$ cat src/rtl/fetch_pkg.sv
// Shared widths and types for the instruction fetch controller and its buffer.
package fetch_pkg;

  localparam int PC_W        = 64;
  localparam int INSTR_MAX_W = 64;

  typedef enum logic {
    FETCH = 1'b0,
    HALT  = 1'b1
  } fetch_state_t;

  // Buffer entries carry the widest supported word; narrower words are zero-extended.
  typedef struct packed {
    logic [INSTR_MAX_W-1:0] instr;
    logic [PC_W-1:0]        pc;
  } fetch_entry_t;

  function automatic logic [PC_W-1:0] word_align(input logic [PC_W-1:0] addr);
    return {addr[PC_W-1:2], 2'b00};
  endfunction

endpackage

$ cat src/rtl/fetch_ctrl_if.sv
// Fetch controller bus: instruction memory port, redirect input and consumer handshake.
interface fetch_ctrl_if #(
  parameter int N = 32
) ();

  logic [5:0]                   imem_addr;
  logic [N-1:0]                 imem_q;
  logic                         br_taken;
  logic [fetch_pkg::PC_W-1:0]   br_target;
  logic [N-1:0]                 instr;
  logic [fetch_pkg::PC_W-1:0]   instr_pc;
  logic                         instr_valid;
  logic                         instr_ready;
  logic                         halted;
  logic [15:0]                  delivered;

  modport master (
    output imem_addr, instr, instr_pc, instr_valid, halted, delivered,
    input  imem_q, br_taken, br_target, instr_ready
  );

  modport slave (
    input  imem_addr, instr, instr_pc, instr_valid, halted, delivered,
    output imem_q, br_taken, br_target, instr_ready
  );

endinterface

$ cat src/rtl/fetch_fifo.sv
// Small circular instruction buffer with same-cycle push/pop and a synchronous flush.
module fetch_fifo
  import fetch_pkg::*;
#(
  parameter  int DEPTH = 2,
  localparam int PTR_W = (DEPTH > 1) ? $clog2(DEPTH) : 1,
  localparam int CNT_W = PTR_W + 1
) (
  input  logic             clk,
  input  logic             reset,
  input  logic             push,
  input  fetch_entry_t     push_data,
  input  logic             pop,
  input  logic             flush,
  output logic             full,
  output logic             empty,
  output logic [CNT_W-1:0] count,
  output fetch_entry_t     head
);

  fetch_entry_t     mem_q [DEPTH];
  logic [PTR_W-1:0] rd_ptr_q, rd_ptr_d;
  logic [PTR_W-1:0] wr_ptr_q, wr_ptr_d;
  logic [CNT_W-1:0] count_q, count_d;
  logic             do_push, do_pop;

  assign empty = (count_q == '0);
  assign full  = (count_q == CNT_W'(DEPTH));
  assign count = count_q;
  // An empty buffer presents zeros so stale storage never leaks to the outputs.
  assign head  = empty ? '0 : mem_q[rd_ptr_q];

  always_comb begin
    do_pop   = pop && !empty;
    do_push  = push && (!full || do_pop);
    rd_ptr_d = rd_ptr_q;
    wr_ptr_d = wr_ptr_q;
    count_d  = count_q;
    if (flush) begin
      rd_ptr_d = '0;
      wr_ptr_d = '0;
      count_d  = '0;
    end else begin
      if (do_pop)  rd_ptr_d = rd_ptr_q + PTR_W'(1);
      if (do_push) wr_ptr_d = wr_ptr_q + PTR_W'(1);
      case ({do_push, do_pop})
        2'b10:   count_d = count_q + CNT_W'(1);
        2'b01:   count_d = count_q - CNT_W'(1);
        default: count_d = count_q;
      endcase
    end
  end

  always_ff @(posedge clk or negedge reset) begin
    if (!reset) begin
      rd_ptr_q <= '0;
      wr_ptr_q <= '0;
      count_q  <= '0;
    end else begin
      rd_ptr_q <= rd_ptr_d;
      wr_ptr_q <= wr_ptr_d;
      count_q  <= count_d;
    end
  end

  always_ff @(posedge clk) begin
    if (do_push && !flush) mem_q[wr_ptr_q] <= push_data;
  end

endmodule

$ cat src/rtl/fetch_ctrl.sv
// Instruction fetch controller: sequential fetch into a small buffer, halt on a zero word,
// redirect on branch, and a saturating count of instructions handed to the consumer.
module fetch_ctrl
  import fetch_pkg::*;
#(
  parameter int N     = 32,
  parameter int DEPTH = 2
) (
  input logic          clk,
  input logic          reset,
  fetch_ctrl_if.master bus
);

  localparam int CNT_W = ((DEPTH > 1) ? $clog2(DEPTH) : 1) + 1;

  fetch_state_t     state_q, state_d;
  logic [PC_W-1:0]  pc_q, pc_d;
  logic [15:0]      delivered_q, delivered_d;
  logic             push, pop, full, empty, word_zero;
  logic [CNT_W-1:0] count;
  fetch_entry_t     push_data, head;
  logic             unused_bits;

  function automatic logic [15:0] sat_inc(input logic [15:0] v);
    return (v == 16'hFFFF) ? v : v + 16'd1;
  endfunction

  assign word_zero = (bus.imem_q == '0);
  assign pop       = bus.instr_valid && bus.instr_ready;
  // A full buffer still accepts a word when its head leaves in the same cycle.
  assign push      = (state_q == FETCH) && !bus.br_taken && !word_zero && (!full || pop);
  assign push_data = '{instr: INSTR_MAX_W'(bus.imem_q), pc: pc_q};

  always_comb begin
    state_d     = state_q;
    pc_d        = pc_q;
    delivered_d = delivered_q;
    if (pop) delivered_d = sat_inc(delivered_q);
    if (bus.br_taken) begin
      state_d = FETCH;
      pc_d    = word_align(bus.br_target);
    end else if (state_q == FETCH) begin
      if (word_zero)  state_d = HALT;
      else if (push)  pc_d    = pc_q + PC_W'(4);
    end
  end

  always_ff @(posedge clk or negedge reset) begin
    if (!reset) begin
      state_q     <= FETCH;
      pc_q        <= '0;
      delivered_q <= '0;
    end else begin
      state_q     <= state_d;
      pc_q        <= pc_d;
      delivered_q <= delivered_d;
    end
  end

  fetch_fifo #(.DEPTH(DEPTH)) u_fifo (
    .clk       (clk),
    .reset     (reset),
    .push      (push),
    .push_data (push_data),
    .pop       (pop),
    .flush     (bus.br_taken),
    .full      (full),
    .empty     (empty),
    .count     (count),
    .head      (head)
  );

  assign bus.imem_addr   = pc_q[7:2];
  assign bus.instr       = head.instr[N-1:0];
  assign bus.instr_pc    = head.pc;
  assign bus.instr_valid = !empty;
  assign bus.halted      = (state_q == HALT);
  assign bus.delivered   = delivered_q;

  // Occupancy is kept for observability; target low bits are ignored by design.
  assign unused_bits = ^{count, head.instr, bus.br_target[1:0]};

endmodule

$ cat src/flat_wrapper.sv
// flat-port wrapper written by rule: the top's interface ports become plain ports
module fetch_ctrl_flat import fetch_pkg::*;
#(
  parameter int N     = 32,
  parameter int DEPTH = 2
)
  (clk, reset, bus_imem_addr, bus_instr, bus_instr_pc, bus_instr_valid, bus_halted, bus_delivered, bus_imem_q, bus_br_taken, bus_br_target, bus_instr_ready);
  fetch_ctrl_if #(.N(N)) bus_i ();
  input logic clk;
  input logic reset;
  output wire logic [$bits(bus_i.imem_addr)-1:0] bus_imem_addr;
  output wire logic [$bits(bus_i.instr)-1:0] bus_instr;
  output wire logic [$bits(bus_i.instr_pc)-1:0] bus_instr_pc;
  output wire logic [$bits(bus_i.instr_valid)-1:0] bus_instr_valid;
  output wire logic [$bits(bus_i.halted)-1:0] bus_halted;
  output wire logic [$bits(bus_i.delivered)-1:0] bus_delivered;
  input wire logic [$bits(bus_i.imem_q)-1:0] bus_imem_q;
  input wire logic [$bits(bus_i.br_taken)-1:0] bus_br_taken;
  input wire logic [$bits(bus_i.br_target)-1:0] bus_br_target;
  input wire logic [$bits(bus_i.instr_ready)-1:0] bus_instr_ready;
  assign bus_imem_addr = bus_i.imem_addr;
  assign bus_instr = bus_i.instr;
  assign bus_instr_pc = bus_i.instr_pc;
  assign bus_instr_valid = bus_i.instr_valid;
  assign bus_halted = bus_i.halted;
  assign bus_delivered = bus_i.delivered;
  assign bus_i.imem_q = bus_imem_q;
  assign bus_i.br_taken = bus_br_taken;
  assign bus_i.br_target = bus_br_target;
  assign bus_i.instr_ready = bus_instr_ready;
  fetch_ctrl #(.N(N), .DEPTH(DEPTH)) u_core (.clk(clk), .reset(reset), .bus(bus_i));
endmodule
$ cat config.mk
export PLATFORM = sky130hd
export DESIGN_NAME = fetch_ctrl_flat
export DESIGN_NICKNAME = d
export VERILOG_FILES = /design/src/rtl/fetch_pkg.sv /design/src/rtl/fetch_ctrl_if.sv /design/src/rtl/fetch_fifo.sv /design/src/rtl/fetch_ctrl.sv /design/src/flat_wrapper.sv
export SDC_FILE = /design/constraint.sdc
export NUM_CORES = 1
export LEC_CHECK = 0
export CORE_MARGIN = 2
export CORE_UTILIZATION = 44
export DETAILED_ROUTE_END_ITERATION = 16
export PLACE_DENSITY = 0.65
export SYNTH_ARGS = -nofsm -noshare
export SYNTH_HDL_FRONTEND = slang
export SYNTH_SLANG_ARGS = --single-unit
$ cat constraint.sdc
create_clock -name clk -period 25.5 [get_ports clk]
set_clock_uncertainty 0.15 [all_clocks]
set_input_delay 5.1 -clock clk [delete_from_list [all_inputs] [get_ports clk]]
set_output_delay 5.1 -clock clk [all_outputs]
set_load 0.02 [all_outputs]
==> impl_metrics.ini <==
[setup_path]
cp_max_fo = 51
startpoint_type = flop
arrival_ns = 3.39
crit_type = reg -> out
cp-end-kind = output port
crit_required_ns = 20.25

[die]
io_pins = 220
design.die.area_um2 = 29100
dieHeight_um = 171
die-width_um = 171
fp-row-count = 60
initial_utilization_pct = 45.0
core_area_um2 = 27100

[finish]
regArea_um2 = 7730
area_growth_pct = 28.5
multi_input_area_um2 = 4200
layout.core_utilization_pct = 57.8
fin_cells = 1591
fill_cells = 2260
nNetsFinal = 1298
drive_gt1_share_pct = 6.16

[yosys]
synth_top_family_by_area = simple AND/OR/NAND/NOR gates
syn_area_um2 = 12200
ys_seq_area_share_pct = 63.3
synthMuxAreaShare_pct = 7.89
ys_warn_count = 0
netlist_instances = 994
synth_xor_xnor_area_share_pct = 2.44
synth_fa_ha_area_share_pct = 0.205
synth_simple_gate_area_share_pct = 16.0
ys_ff_latch = 271
synth_edf_count = 188
synth_ff_type = edfxtp_1
synth_cell_types = 56
synth_compound_area_share_pct = 7.64
syn_avg_cell_area_um2 = 12.3
async_reset_ff_share_pct = 30.6

[drt]
via_count = 8870
drt.antenna.violating_nets = 0
drc = 0
viasPerCell = 5.58
drt-initial-drc-count = 594
wl_per_cell_um = 19.6
dr.pass1.iters = 5
routed_wl_um = 31200

[sta]
slew_viol_final = 0
hold_viol = 0
fin_crit_ns = 8.64
timing.final.ws_setup_ns = 16.86
max_freq_mhz = 116
rsz0062_at_grt = false
slew_headroom_pct = 25.2
worst_slew_pin_slew_ns = 1.12
finalSetupTns_ns = 0
post-route-period-util_pct = 33.9
setup_violations = 0

[placed_design]
hpwlAfterDp_um = 20800
globalplace.congestion = 0.852
portBuffers = 215
dp_slack_ns = 16.86
dp.cells = 1537

[global_route]
antenna_found_initial = 3
grt.overflow.total = 0
top_usage_layer = met2
grtUsageMet3_pct = 4.67
gr-usage-all-layers_pct = 21.1
grt_max_degree = 78
grt_util_met1_pct = 28.7
use_met2_pct = 34.9
grt_pass1_vias = 8531
grt_pass1_wl_um = 47700

[pwr]
p_leak_uw = 0.00537
vdd_drop_max_uv = 56.4
power_density_nw_per_um2 = 75.8

[clock_tree]
cts_resized = 0
clock_latency_ns = 0.54
clock_sinks = 271
cts_buffer_depth = 3
cts.clk_slew.worst_paths_ns = 0.06
htreeDepth = 1
cts_setup_buffers = 0
cts_buffers = 29
root_buffer = clkbuf_16
cts_tree = built
ctsHoldBuffers = 0

[hold_path]
hold_class = reg -> reg

[status]
run_status = finished clean

[flow_run]
maxCapViolations = 0
[cell usage after synthesis (12+ instances only)]
cell	number	area (µm²)
a31oi_1	38	238
and3_1	13	81.3
and4_1	12	105
clkbuf_1	34	128
dfrtp_1	83	2080
edfxtp_1	188	5650
mux2i_1	95	951
nand2_1	61	229
nand3_1	38	190
nand4_1	30	188
nor2_1	149	559
o21ai_0	29	145
o31ai_1	23	173
or3_1	12	75.1
or4_1	28	210
xnor2_1	18	158
xor2_1	16	140
[layout make-up]
cell class / instances / share of cell area (%)
timing repair buffer: 227 / 14.3
antenna: 1 / 0.0160
inverter: 12 / 0.287
multi-input combinational: 655 / 26.8
clock inverter: 13 / 1.01
sequential: 271 / 49.3
tap: 372 / 2.97
clock buffer: 40 / 5.35
[path summary, 6_finish.rpt]
path / start / end / slack (ns) / depth (start not counted)
worst max register to register: u_core.u_fifo.count[1] / u_core.u_fifo.mem_q[0][39] / 22.30 / 6
worst min register to register: u_core.bus.delivered[14] / u_core.bus.delivered[14] / 0.34 / 1
worst max-delay path: u_core.u_fifo.rd_ptr_q / bus_instr[8] / 16.86 / 4
max in group asynchronous: reset / u_core.pc_q[22] / 19.79 / 2
min in group asynchronous: reset / u_core.pc_q[40] / 4.37 / 1
worst min-delay path: u_core.bus.delivered[14] / u_core.bus.delivered[14] / 0.34 / 1
[cells by family (layout without fill, tap and decap cells)]
kind of cell               after synthesis  count (layout)
other                                    1               3
DFF                                    271             271
muxes                                   96              96
AOI/OAI and AO/OA                      134             134
xor gates and xnor gates                34              34
adders and majority gates                2               2
and+or+nand+nor                        387             387
buffers and inverters                   69             292
[power breakdown]
part           internal [µW]  switching [µW]  leakage [µW]
clock                    268             167      0.000492
sequential               515            36.8       0.00275
combinational           93.0             108       0.00213
total                    876             312       0.00537
[metal layers]
layer	wire length (µm)	part of all wire, %	up-vias
met5	25	0.080	-
met4	450	1.4	4
li1	-	-	4185
met2	14700	47	292
met3	2270	7.3	41
met1	13700	44	4348
[critical path: stages, from the launching register on]
cell and delay, ns:
dfrtp_4 1.06, buf_4 0.78, mux2i_1 0.18, nor2_1 0.13
clkdlybuf4s50_1 0.62
[flip-flops by register name (all words and copies together) (netlist names)]
signal and cells:
u_core.u_fifo.wr_ptr_q 1, u_core.bus.delivered 16, u_core.pc_q 62, u_core.u_fifo.mem_q 188
u_core.u_fifo.rd_ptr_q 1, u_core.bus.halted 1, u_core.u_fifo.count 2
[placed cells by master, fill, tap and decap left out, drive strengths merged, types with 30 or more instances in the layout]
| master | n |
|---|---|
| nand3 | 39 |
| a31oi | 38 |
| o21ai | 30 |
| nand2 | 61 |
| or4 | 30 |
| clkbuf | 40 |
| nor2 | 149 |
| dfrtp | 83 |
| mux2i | 95 |
| edfxtp | 188 |
| nand4 | 30 |
| clkdlybuf4s50 | 213 |
[metrics by stage]
stage	hold WS [ns]	power (µW)	area [µm²]
after CTS	0.349	1200	15700
after global routing	0.382	1240	15700
after global placement	0.332	759	14700
final	0.343	1190	15700
after detailed placement	0.334	763	14700
after floorplan	0.287	665	12200
Power figures use the tool's default switching activity.
